**config.mk**
```make
export PLATFORM = sky130hd
export DESIGN_NAME = if_id_register
export DESIGN_NICKNAME = d
export VERILOG_FILES = /design/src/rtl/if_id_register_pkg.sv /design/src/rtl/if_id_register.sv
export SDC_FILE = /design/constraint.sdc
export NUM_CORES = 1
export LEC_CHECK = 0
export BUFFER_PORTS_ARGS = -buffer_cell sky130_fd_sc_hd__buf_4
export CORE_UTILIZATION = 35
export CTS_CLUSTER_SIZE = 10
export DETAILED_ROUTE_END_ITERATION = 12
export PLACE_DENSITY_LB_ADDON = 0.12
export SETUP_SLACK_MARGIN = 0.3
export SYNTH_ARGS = -nofsm -noshare
export SYNTH_HDL_FRONTEND = slang
export SYNTH_SLANG_ARGS = --single-unit
```
**constraint.sdc**
```tcl
create_clock -name clk -period 3.2 [get_ports clk]
set_input_delay 0.64 -clock clk [delete_from_list [all_inputs] [get_ports clk]]
set_output_delay 0.64 -clock clk [all_outputs]
set_load 0.005 [all_outputs]
```
**src/rtl/if_id_register_pkg.sv**
```systemverilog
// Shared constants and FSM state type for the IF/ID pipeline register.
package if_id_register_pkg;

  localparam int          IFID_DATA_W      = 16;
  localparam logic [15:0] IFID_NOP_WORD    = 16'h0000;
  localparam logic [3:0]  IFID_HALT_OPCODE = 4'hF;
  localparam int          IFID_CNT_W       = 16;

  typedef enum logic {
    RUN  = 1'b0,
    HALT = 1'b1
  } ifid_state_t;

endpackage

```
**src/rtl/if_id_register.sv**
```systemverilog
// IF/ID pipeline register for the 16-bit core with a unified instruction/data memory.
// Drops fetch slots stolen by MEM data accesses and freezes fetch for good after a HALT.
module if_id_register
  import if_id_register_pkg::*;
#(
  parameter int                DATA_W      = IFID_DATA_W,
  parameter logic [DATA_W-1:0] NOP_WORD    = IFID_NOP_WORD,
  parameter logic [3:0]        HALT_OPCODE = IFID_HALT_OPCODE,
  parameter int                CNT_W       = IFID_CNT_W
) (
  input  logic              clk,
  input  logic              rest,
  input  logic [DATA_W-1:0] instr_in,
  input  logic [DATA_W-1:0] pc_plus2_in,
  input  logic              mem_busy,
  input  logic              stall_hd,
  input  logic              flush,
  output logic [DATA_W-1:0] instr_out,
  output logic [DATA_W-1:0] pc_plus2_out,
  output logic              valid_out,
  output logic              pc_freeze_sh,
  output logic              power_freeze_pc_sh,
  output logic [CNT_W-1:0]  bubble_count
);

  ifid_state_t       r_state, w_next_state;
  logic [DATA_W-1:0] r_instr, r_pc;
  logic              r_vld, r_pfz;
  logic [CNT_W-1:0]  r_cnt;
  logic              w_capture, w_bubble;

  // When memory serves a data access the word on instr_in is not ours: fetch must retry.
  assign pc_freeze_sh = mem_busy;

  always_comb begin
    w_capture    = 1'b0;
    w_bubble     = 1'b0;
    w_next_state = r_state;
    if (!flush && !stall_hd) begin
      if (mem_busy || (r_state == HALT)) w_bubble  = 1'b1;
      else                               w_capture = 1'b1;
    end
    // Opcode only matters on a real capture; data words never halt.
    if (w_capture && (instr_in[DATA_W-1 -: 4] == HALT_OPCODE)) w_next_state = HALT;
  end

  always_ff @(posedge clk or posedge rest) begin
    if (rest) begin
      r_state <= RUN;
      r_pfz   <= 1'b0;
      r_instr <= NOP_WORD;
      r_pc    <= '0;
      r_vld   <= 1'b0;
    end else begin
      r_state <= w_next_state;
      r_pfz   <= (r_state == HALT);
      if (flush || w_bubble) begin
        r_instr <= NOP_WORD;
        r_vld   <= 1'b0;
      end else if (w_capture) begin
        r_instr <= instr_in;
        r_pc    <= pc_plus2_in;
        r_vld   <= 1'b1;
      end
    end
  end

  always_ff @(posedge clk or posedge rest) begin
    if (rest)                         r_cnt <= '0;
    else if (w_bubble && ~&r_cnt)     r_cnt <= r_cnt + 1'b1;
  end

  assign instr_out          = r_instr;
  assign pc_plus2_out       = r_pc;
  assign valid_out          = r_vld;
  assign power_freeze_pc_sh = r_pfz;
  assign bubble_count       = r_cnt;

endmodule

```
[After elaboration in Yosys (flattened, before gate mapping)]
Index checks and enable logic that the tools add are counted.
Word-level totals
  bits in registers: 51
  input bits: 37
  output and inout bits: 51
  logic and storage cells: 28
Cells by class
  add/subtract/negate cells: 1
  equality and inequality tests: 1
  mux-type cells: 8
  bitwise gates (word level): 1
  reduce and logical (&&, ||, !) cells: 11
Operators by type and width (count)
  two-way mux 16 bit: 2
  adder 16 x 1 -> 16 bit, second input constant: 1
  AND reduction 16 bit: 1
  two-way mux 1 bit: 6
  == test 4 bit, second input constant: 1
  logical AND 1 bit: 3
  zero test 1 bit: 3
  logical OR 1 bit: 2
  AND reduction 2 bit: 1
  nonzero test 2 bit: 1
  inverter 1 bit: 1

[Depth between registers and ports, before layout]
Gate-level depths: netlist of run 1.
  depth after elaboration: 6
  gate-level depth with buffers: 5
  depth with buffers taken out: 5

[Worst setup path after synthesis of run 1]
No wires, ideal clock.
  kind: input port to flip-flop
  start: input flush
  end: register r_pc[10], in the netlist pc_plus2_out[10]
  setup time: 0.125 ns
  arrival: 1.646 ns
  data required time: 3.075 ns
  setup slack: 1.429 ns
  stages: 3
  buffers on the path: 1
  cell sequence: nor4_4 -> buf_2 -> mux2_2
Between the ends
  cells in the longest elaborated chain, start to end: 6
  elaborated cells between the ends (all ways): 7
  classes of those cells: mux (2); bitwise (1); reduce/logical (4)
RTL lines
  start, declared: line if_id_register.sv:17  | input logic flush,
  zero test 1 bit: line if_id_register.sv:39  | if (!flush && !stall_hd) begin
  logical AND 1 bit: line if_id_register.sv:39
  two-way mux 1 bit: line if_id_register.sv:39
  logical OR 1 bit: line if_id_register.sv:57  | if (flush || w_bubble) begin
  inverter 1 bit (no source line)
  AND reduction 2 bit (no source line) *
  end signal, assigned: line if_id_register.sv:62  | r_pc <= pc_plus2_in;
  end, declared: line if_id_register.sv:27  | logic [DATA_W-1:0] r_instr, r_pc;
Mark *: on every way between the ends. The rest lies on a longest branch, timed or not.
A chain may end at the register's enable or synchronous reset.

[Worst setup path after layout of run 1]
  start: register r_cnt[0], in the netlist bubble_count[0]
  end: register r_cnt[1], in the netlist bubble_count[1]
Between the ends
  cells in the longest elaborated chain, start to end: 3
  elaborated cells between the ends (all ways): 4
  classes of those cells: add/sub (1); reduce/logical (3)
RTL lines
  start, declared: line if_id_register.sv:29  | logic [CNT_W-1:0] r_cnt;
  start signal, assigned: line if_id_register.sv:70  | else if (w_bubble && ~&r_cnt) r_cnt <= r_cnt + 1'b1;
  branches (longest 3 deep; another with adder 16 x 1 -> 16 bit)
Several ways; the timed one is not identified.

==> results.yml, run 1 <==
critical_path:
  r2r_end: "bubble_count[1]"
  cp-end-kind: "register"
  critPathTopFamily: "simple AND/OR/NAND/NOR gates"
  crit_type: "reg2reg"
  endpoint: "bubble_count[1]"
  critPathArrivalTime_ns: 2.12
  path_depth: 5
  rrSetupSlack_ns: 1.26
  worstSetupStartpoint: "bubble_count[0]"
  crit_chain: "ha_1 -> nand3_1 -> nor4_4 -> nor2_2 -> mux2_4"
  r2r_start: "bubble_count[0]"
  crit_buf_inv: 0
  start_kind: "register"
  cp.required_ns: 3.38
  reg2regPathDepth: 5
  worst-path-max-fanout: 9
  slowest_delay_ns: 0.56
  slowest_stage: "nor4_4"
sta:
  rsz0062_at_grt: "false"
  period_share: 0.605
  setup_violations: 0
  finalHoldViolations: 0
  fmax_ghz: 0.516
  tns_ns: 0
  max_slew_margin: 0.220
  drv_slew: 0
  worst_pin_slew_ns: 1.17
  finalCriticalPeriod_ns: 1.94
  fin_skew_ns: 0.00512
floorplanning:
  die_h_um: 79.2
  dieArea_um2: 6270
  coreArea_um2: 5610
  num_rows: 27
  num_io_pins: 88
  fp.dieW_um: 79.2
  start_util: 0.372
clock_network:
  clock_sinks: 51
  postCtsSetupBuffers: 0
  clock_path_buffers: 2
  path_clk_slew_ns: 0.08
  cts_buffers: 5
  clock_latency_ns: 0.29
  htree_num_levels: 2
  hold_buffers: 0
  cts_root_buf: "clkbuf_8"
  cts_tree: "done"
  ctsResizeCount: 0
cells_and_area:
  layout.filler_cells: 542
  final_util: 0.516
  nets: 281
  layout.cells.non_filler: 314
  drive_gt1_frac: 0.496
  insertedDiodeCount: 0
  area_growth_pct: 38.8
detailed_routing:
  firstDrtPassIters: 4
  wirelength_um: 4590
  drc_errors: 0
  vias: 1531
  ant_nets: 0
  via_per_inst: 4.88
  route.detailed.wl_per_inst_um: 14.6
  drt_iter0_markers: 64
synth:
  syn_inst: 152
  syn_area_per_cell_um2: 13.7
  syn_nets: 190
  ys_top_cells_by_area: "dfrtp_1 (61%), mux2_2 (9.2%), a22o_1 (6.7%)"
  ys_seq_area_frac: 0.612
  ys_ff_latch: 51
  synth_top_area_share: 0.612
  synth_warnings: 0
  synth_area_um2: 2090
  synth.distinct_cells: 28
  synth_area_leader_cell: "dfrtp_1"
min_path:
  min_path_type: "in2async"
run:
  cap_viol_max_count: 0
run_status:
  status: "completed"
place:
  hpwlAfterDp_um: 3440
  place_congestion: 0.724
  dp.cells: 308
  portBuffers: 87
global_routing:
  antenna_found_initial: 0
  grt_overflow_total: 0
  grt_pass1_vias: 1458
  grt_first_pass_wirelength_um: 7510
  grt_max_degree: 35
  track_usage: 0.158
power:
  p_leak_nw: 1.50
  ir_drop_mv: 0.245
  p_per_area_nw_per_um2: 502
==> flip-flops by register name, indices dropped and copies added, names as in the netlist <==
| name | flops |
|---|---|
| bubble_count | 16 |
| instr_out | 16 |
| pc_plus2_out | 16 |
| power_freeze_pc_sh | 1 |
| r_state | 1 |
| valid_out | 1 |
==> how the worst min path moves through the flow <==
stage / start / end / slack, ns / cells after the start
floorplan: valid_out / valid_out / 0.47 / 1
global placement: valid_out / valid_out / 0.47 / 1
detailed placement: valid_out / valid_out / 0.47 / 1
CTS: rest / instr_out[5] / 0.42 / 2
global route: rest / instr_out[5] / 0.45 / 2
finish: rest / pc_plus2_out[5] / 0.41 / 2
==> per-stage QoR <==
| stage | total power [mW] | setup slack, ns | hold slack, ns | area, µm² |
|---|---|---|---|---|
| 3_3_place_gp | 1.14 | 1.16 | 0.471 | 2820 |
| 4_1_cts | 1.47 | 1.28 | 0.422 | 2900 |
| 3_5_place_dp | 1.14 | 1.13 | 0.471 | 2820 |
| 2_1_floorplan | 0.935 | 1.33 | 0.474 | 2090 |
| 6_report | 1.45 | 1.26 | 0.409 | 2900 |
| 5_1_grt | 1.54 | 1.17 | 0.450 | 2900 |
==> worst register-to-register path, cell delays in order, from the launching register on <==
cell and delay (ns):
dfrtp_1 0.49, ha_1 0.24, nand3_1 0.13, nor4_4 0.56
nor2_2 0.10, mux2_4 0.31
==> Yosys cell counts (all sizes together) <==
master and number:
a21o 1, a22o 16, a31o 1, and2 1, and3 2, buf 3
clkbuf 3, dfrtp 51, ha 1, inv 1, mux2 18, nand2 6
nand3 3, nand4 6, nor2 4, nor2b 1, nor3 9, nor3b 1
nor4 5, o2111ai 2, o21ai 1, or3 2, xor2 14
==> cell usage in the layout (no fill, tap or decap) <==
master     instances
o21ai_1            1
a31o_2             1
buf_4             90
nor2_2             1
or3_1              2
and3_1             2
nand3_1            3
o2111ai_1          2
a21o_1             1
clkbuf_1           1
nor3b_1            1
nor2b_1            1
ha_1               1
xor2_1            14
nand4_1            4
nor4_4             2
nor3_1             9
nand2_1            6
dfrtp_1           51
mux2_4             1
and2_1             1
clkbuf_8           5
nor4_1             3
nand4_2            2
mux2_2            17
nor2_1             3
a22o_1            16
inv_2              1
==> final cells by class <==
cell class	instances	area, µm²	share of cell area
sequential	51	1280	0.441
multi-input combinational	94	777	0.268
timing repair buffer	90	676	0.233
tap	72	90.1	0.0311
clock buffer	6	72.6	0.0251
inverter	1	3.75	0.00130
==> cell families (layout without fill, tap and decap cells) <==
logic type,count (synthesis),count (layout),share of synthesized area
flip-flops,51,51,0.612
multiplexers,18,18,0.0990
buffers and inverters,7,97,0.0156
AND/OR/NAND/NOR,40,40,0.123
XOR/XNOR,14,14,0.0588
adder cells (fa/ha/maj),1,1,0.00600
AO/OA/AOI/OAI,21,21,0.0858
==> where the power goes <==
group          switching, mW  internal [mW]  leakage (nW)
Combinational          0.107          0.200         0.798
Sequential            0.0904          0.727         0.660
Clock                  0.184          0.146        0.0371
Total                  0.381           1.07          1.50
==> per-layer routing <==
metal	share of wire	track usage	vias up
li1	-	-	736
met1	0.44	0.217	737
met2	0.48	0.241	51
met3	0.063	0.0379	7
met4	0.014	0.0564	0
met5	0	0	-
Power figures use the tool's default switching activity.
==> run 2, diff against run 1 <==
clock period = 1.6 ns   (was 3.2 ns; I/O delays follow)
==> run 2 against run 1 <==
Register-to-register slack worse by 1.2 ns. First-iteration DRC count fell by 42%. Routed wire length grew 35%. Critical path depth rose by 2. Sequential cell count is the same. Clock power up 130%. Power up 140%. Non-clock buffer count grew 58. Combinational power rose to 3.7 times the previous value. Maximum frequency is 23% higher. Critical path type unchanged. Largest cell class is now buffers. Highest routed layer unchanged.
==> results.yml, run 2 (synthesized netlist as in run 1, its figures left out) <==
run_status:
  status: "completed"
min_path:
  min_path_type: "in2async"
global_routing:
  antenna_found_initial: 0
  grt_first_pass_wirelength_um: 9140
  track_usage: 0.189
  grt_max_degree: 27
  grt_overflow_total: 0
  grt_pass1_vias: 1832
detailed_routing:
  ant_nets: 0
  drc_errors: 0
  wirelength_um: 6190
  drt_iter0_markers: 37
  route.detailed.wl_per_inst_um: 16.5
  firstDrtPassIters: 4
  vias: 1822
  via_per_inst: 4.87
critical_path:
  worst-path-max-fanout: 5
  start_kind: "register"
  cp-end-kind: "register"
  cp.required_ns: 1.78
  slowest_delay_ns: 0.43
  crit_chain: "nand4_1 -> buf_4 -> nor4_4 -> buf_6 -> buf_6 -> nor3_1 -> xor2_1"
  reg2regPathDepth: 7
  critPathArrivalTime_ns: 1.75
  path_depth: 7
  cp_common_cell: "buf_6"
  crit_type: "reg2reg"
  slowest_stage: "dfrtp_1"
  crit_buf_inv: 3
  critPathTopFamily: "buffers and inverters"
sta:
  finalCriticalPeriod_ns: 1.57
  rsz0062_at_grt: "true"
  worst_pin_slew_ns: 0.552
  max_slew_margin: 0.632
  setup_violations: 0
  fin_skew_ns: 0.00562
  tns_ns: 0
  drv_slew: 0
  fmax_ghz: 0.635
  finalHoldViolations: 0
  period_share: 0.984
clock_network:
  clock_path_buffers: 2
  cts_buffers: 5
  path_clk_slew_ns: 0.09
  cts_root_buf: "clkbuf_8"
  clock_latency_ns: 0.30
  htree_num_levels: 2
  clock_sinks: 51
  cts_tree: "done"
floorplanning:
  num_io_pins: 88
  dieArea_um2: 6270
  start_util: 0.372
  fp.dieW_um: 79.2
  num_rows: 27
  coreArea_um2: 5610
  die_h_um: 79.2
power:
  p_per_area_nw_per_um2: 903
  switching_share: 0.268
  pwr-share-comb: 0.325
  ir_drop_mv: 0.554
  p_seq_frac: 0.455
  p_int_mw: 2.57
  power.share.clock: 0.219
  switchingPower_mw: 0.942
  p_leak_nw: 1.96
cells_and_area:
  area_growth_pct: 86.7
  layout_common_cells: "buf_4 (94), buf_6 (47), dfrtp_1 (45), mux2_4 (17), a22o_1 (16)"
  insertedDiodeCount: 0
  final_util: 0.694
  nets: 339
  final_common_cell: "buf_4"
  drive_gt1_frac: 0.682
  finish.instance_area_um2: 3890
  layout.cells.non_filler: 374
place:
  dp.cells: 326
  place_congestion: 0.737
  hpwlAfterDp_um: 3580
  placed_area_um2: 3060
  portBuffers: 87
run:
  cap_viol_max_count: 0
-- run 2: cell types whose count changed in the layout (fill, tap and decap cells not counted), sizes merged --
cell	delta
buf	+57
clkinvlp	+1
inv	-1
clkinv	+1
clkbuf	+2
-- run 2: worst reg2reg max path, delay by kind of cell, from the launching register on --
| family | cells | cell delay (ns) |
|---|---|---|
| flip-flops | 1 | 0.43 |
| XOR/XNOR | 1 | 0.17 |
| buffers and inverters | 3 | 0.48 |
| AND/OR/NAND/NOR | 3 | 0.37 |
-- run 2: path summary, 6_finish.rpt --
path	from	end	slack, ns
setup / recovery	bubble_count[8]	bubble_count[11]	0.03
hold / removal	rest	bubble_count[0]	0.04
setup reg to reg	bubble_count[8]	bubble_count[11]	0.03
hold reg to reg	valid_out	valid_out	0.50
max in group asynchronous	rest	r_state	1.09
min in group clk	instr_in[3]	instr_out[3]	0.23
-- run 2: metal layers --
metal,vias to the layer above,routed length (µm),GRT usage
met5,-,0,0
met4,0,29,0.0345
met3,4,285,0.0345
met2,58,3210,0.322
met1,904,2660,0.254
li1,856,-,-
-- run 2: final cells by class --
cell class	count	area [µm²]
fillers	411	1710
repair buffers	148	1390
flip-flops and latches	51	1280
multi-input cells	94	1030
well taps	72	90.1
clock buffers	7	86.3
clock inverters	1	8.76
inverters	1	7.51
-- run 2: what timing repair did --
action / CTS / global route
setup buffers: 25 / 12
cloned: 2 / 1
resized for setup: 38 / 53
setup endpoints to repair: 47 / 64
hold buffers: 0 / 0
pin swaps: 15 / 20
-- run 2: power by group through the flow --
stage	combinational, mW	clock (mW)	sequential (mW)
floorplan	0.286	0	1.64
global placement	0.784	0	1.61
detailed placement	0.785	0	1.62
CTS	0.934	0.789	1.59
global route	1.22	0.861	1.62
finish	1.14	0.771	1.60
-- run 2: stage by stage --
stage | power, mW | hold slack, ns | worst slack (ns)
after floorplan | 1.92 | 0.369 | -0.0692
after global routing | 3.70 | 0.0613 | -0.0203
after global placement | 2.39 | 0.374 | 0.00798
after detailed placement | 2.40 | 0.374 | -0.0151
after CTS | 3.31 | 0.0424 | 0.0716
final | 3.51 | 0.0383 | 0.0256
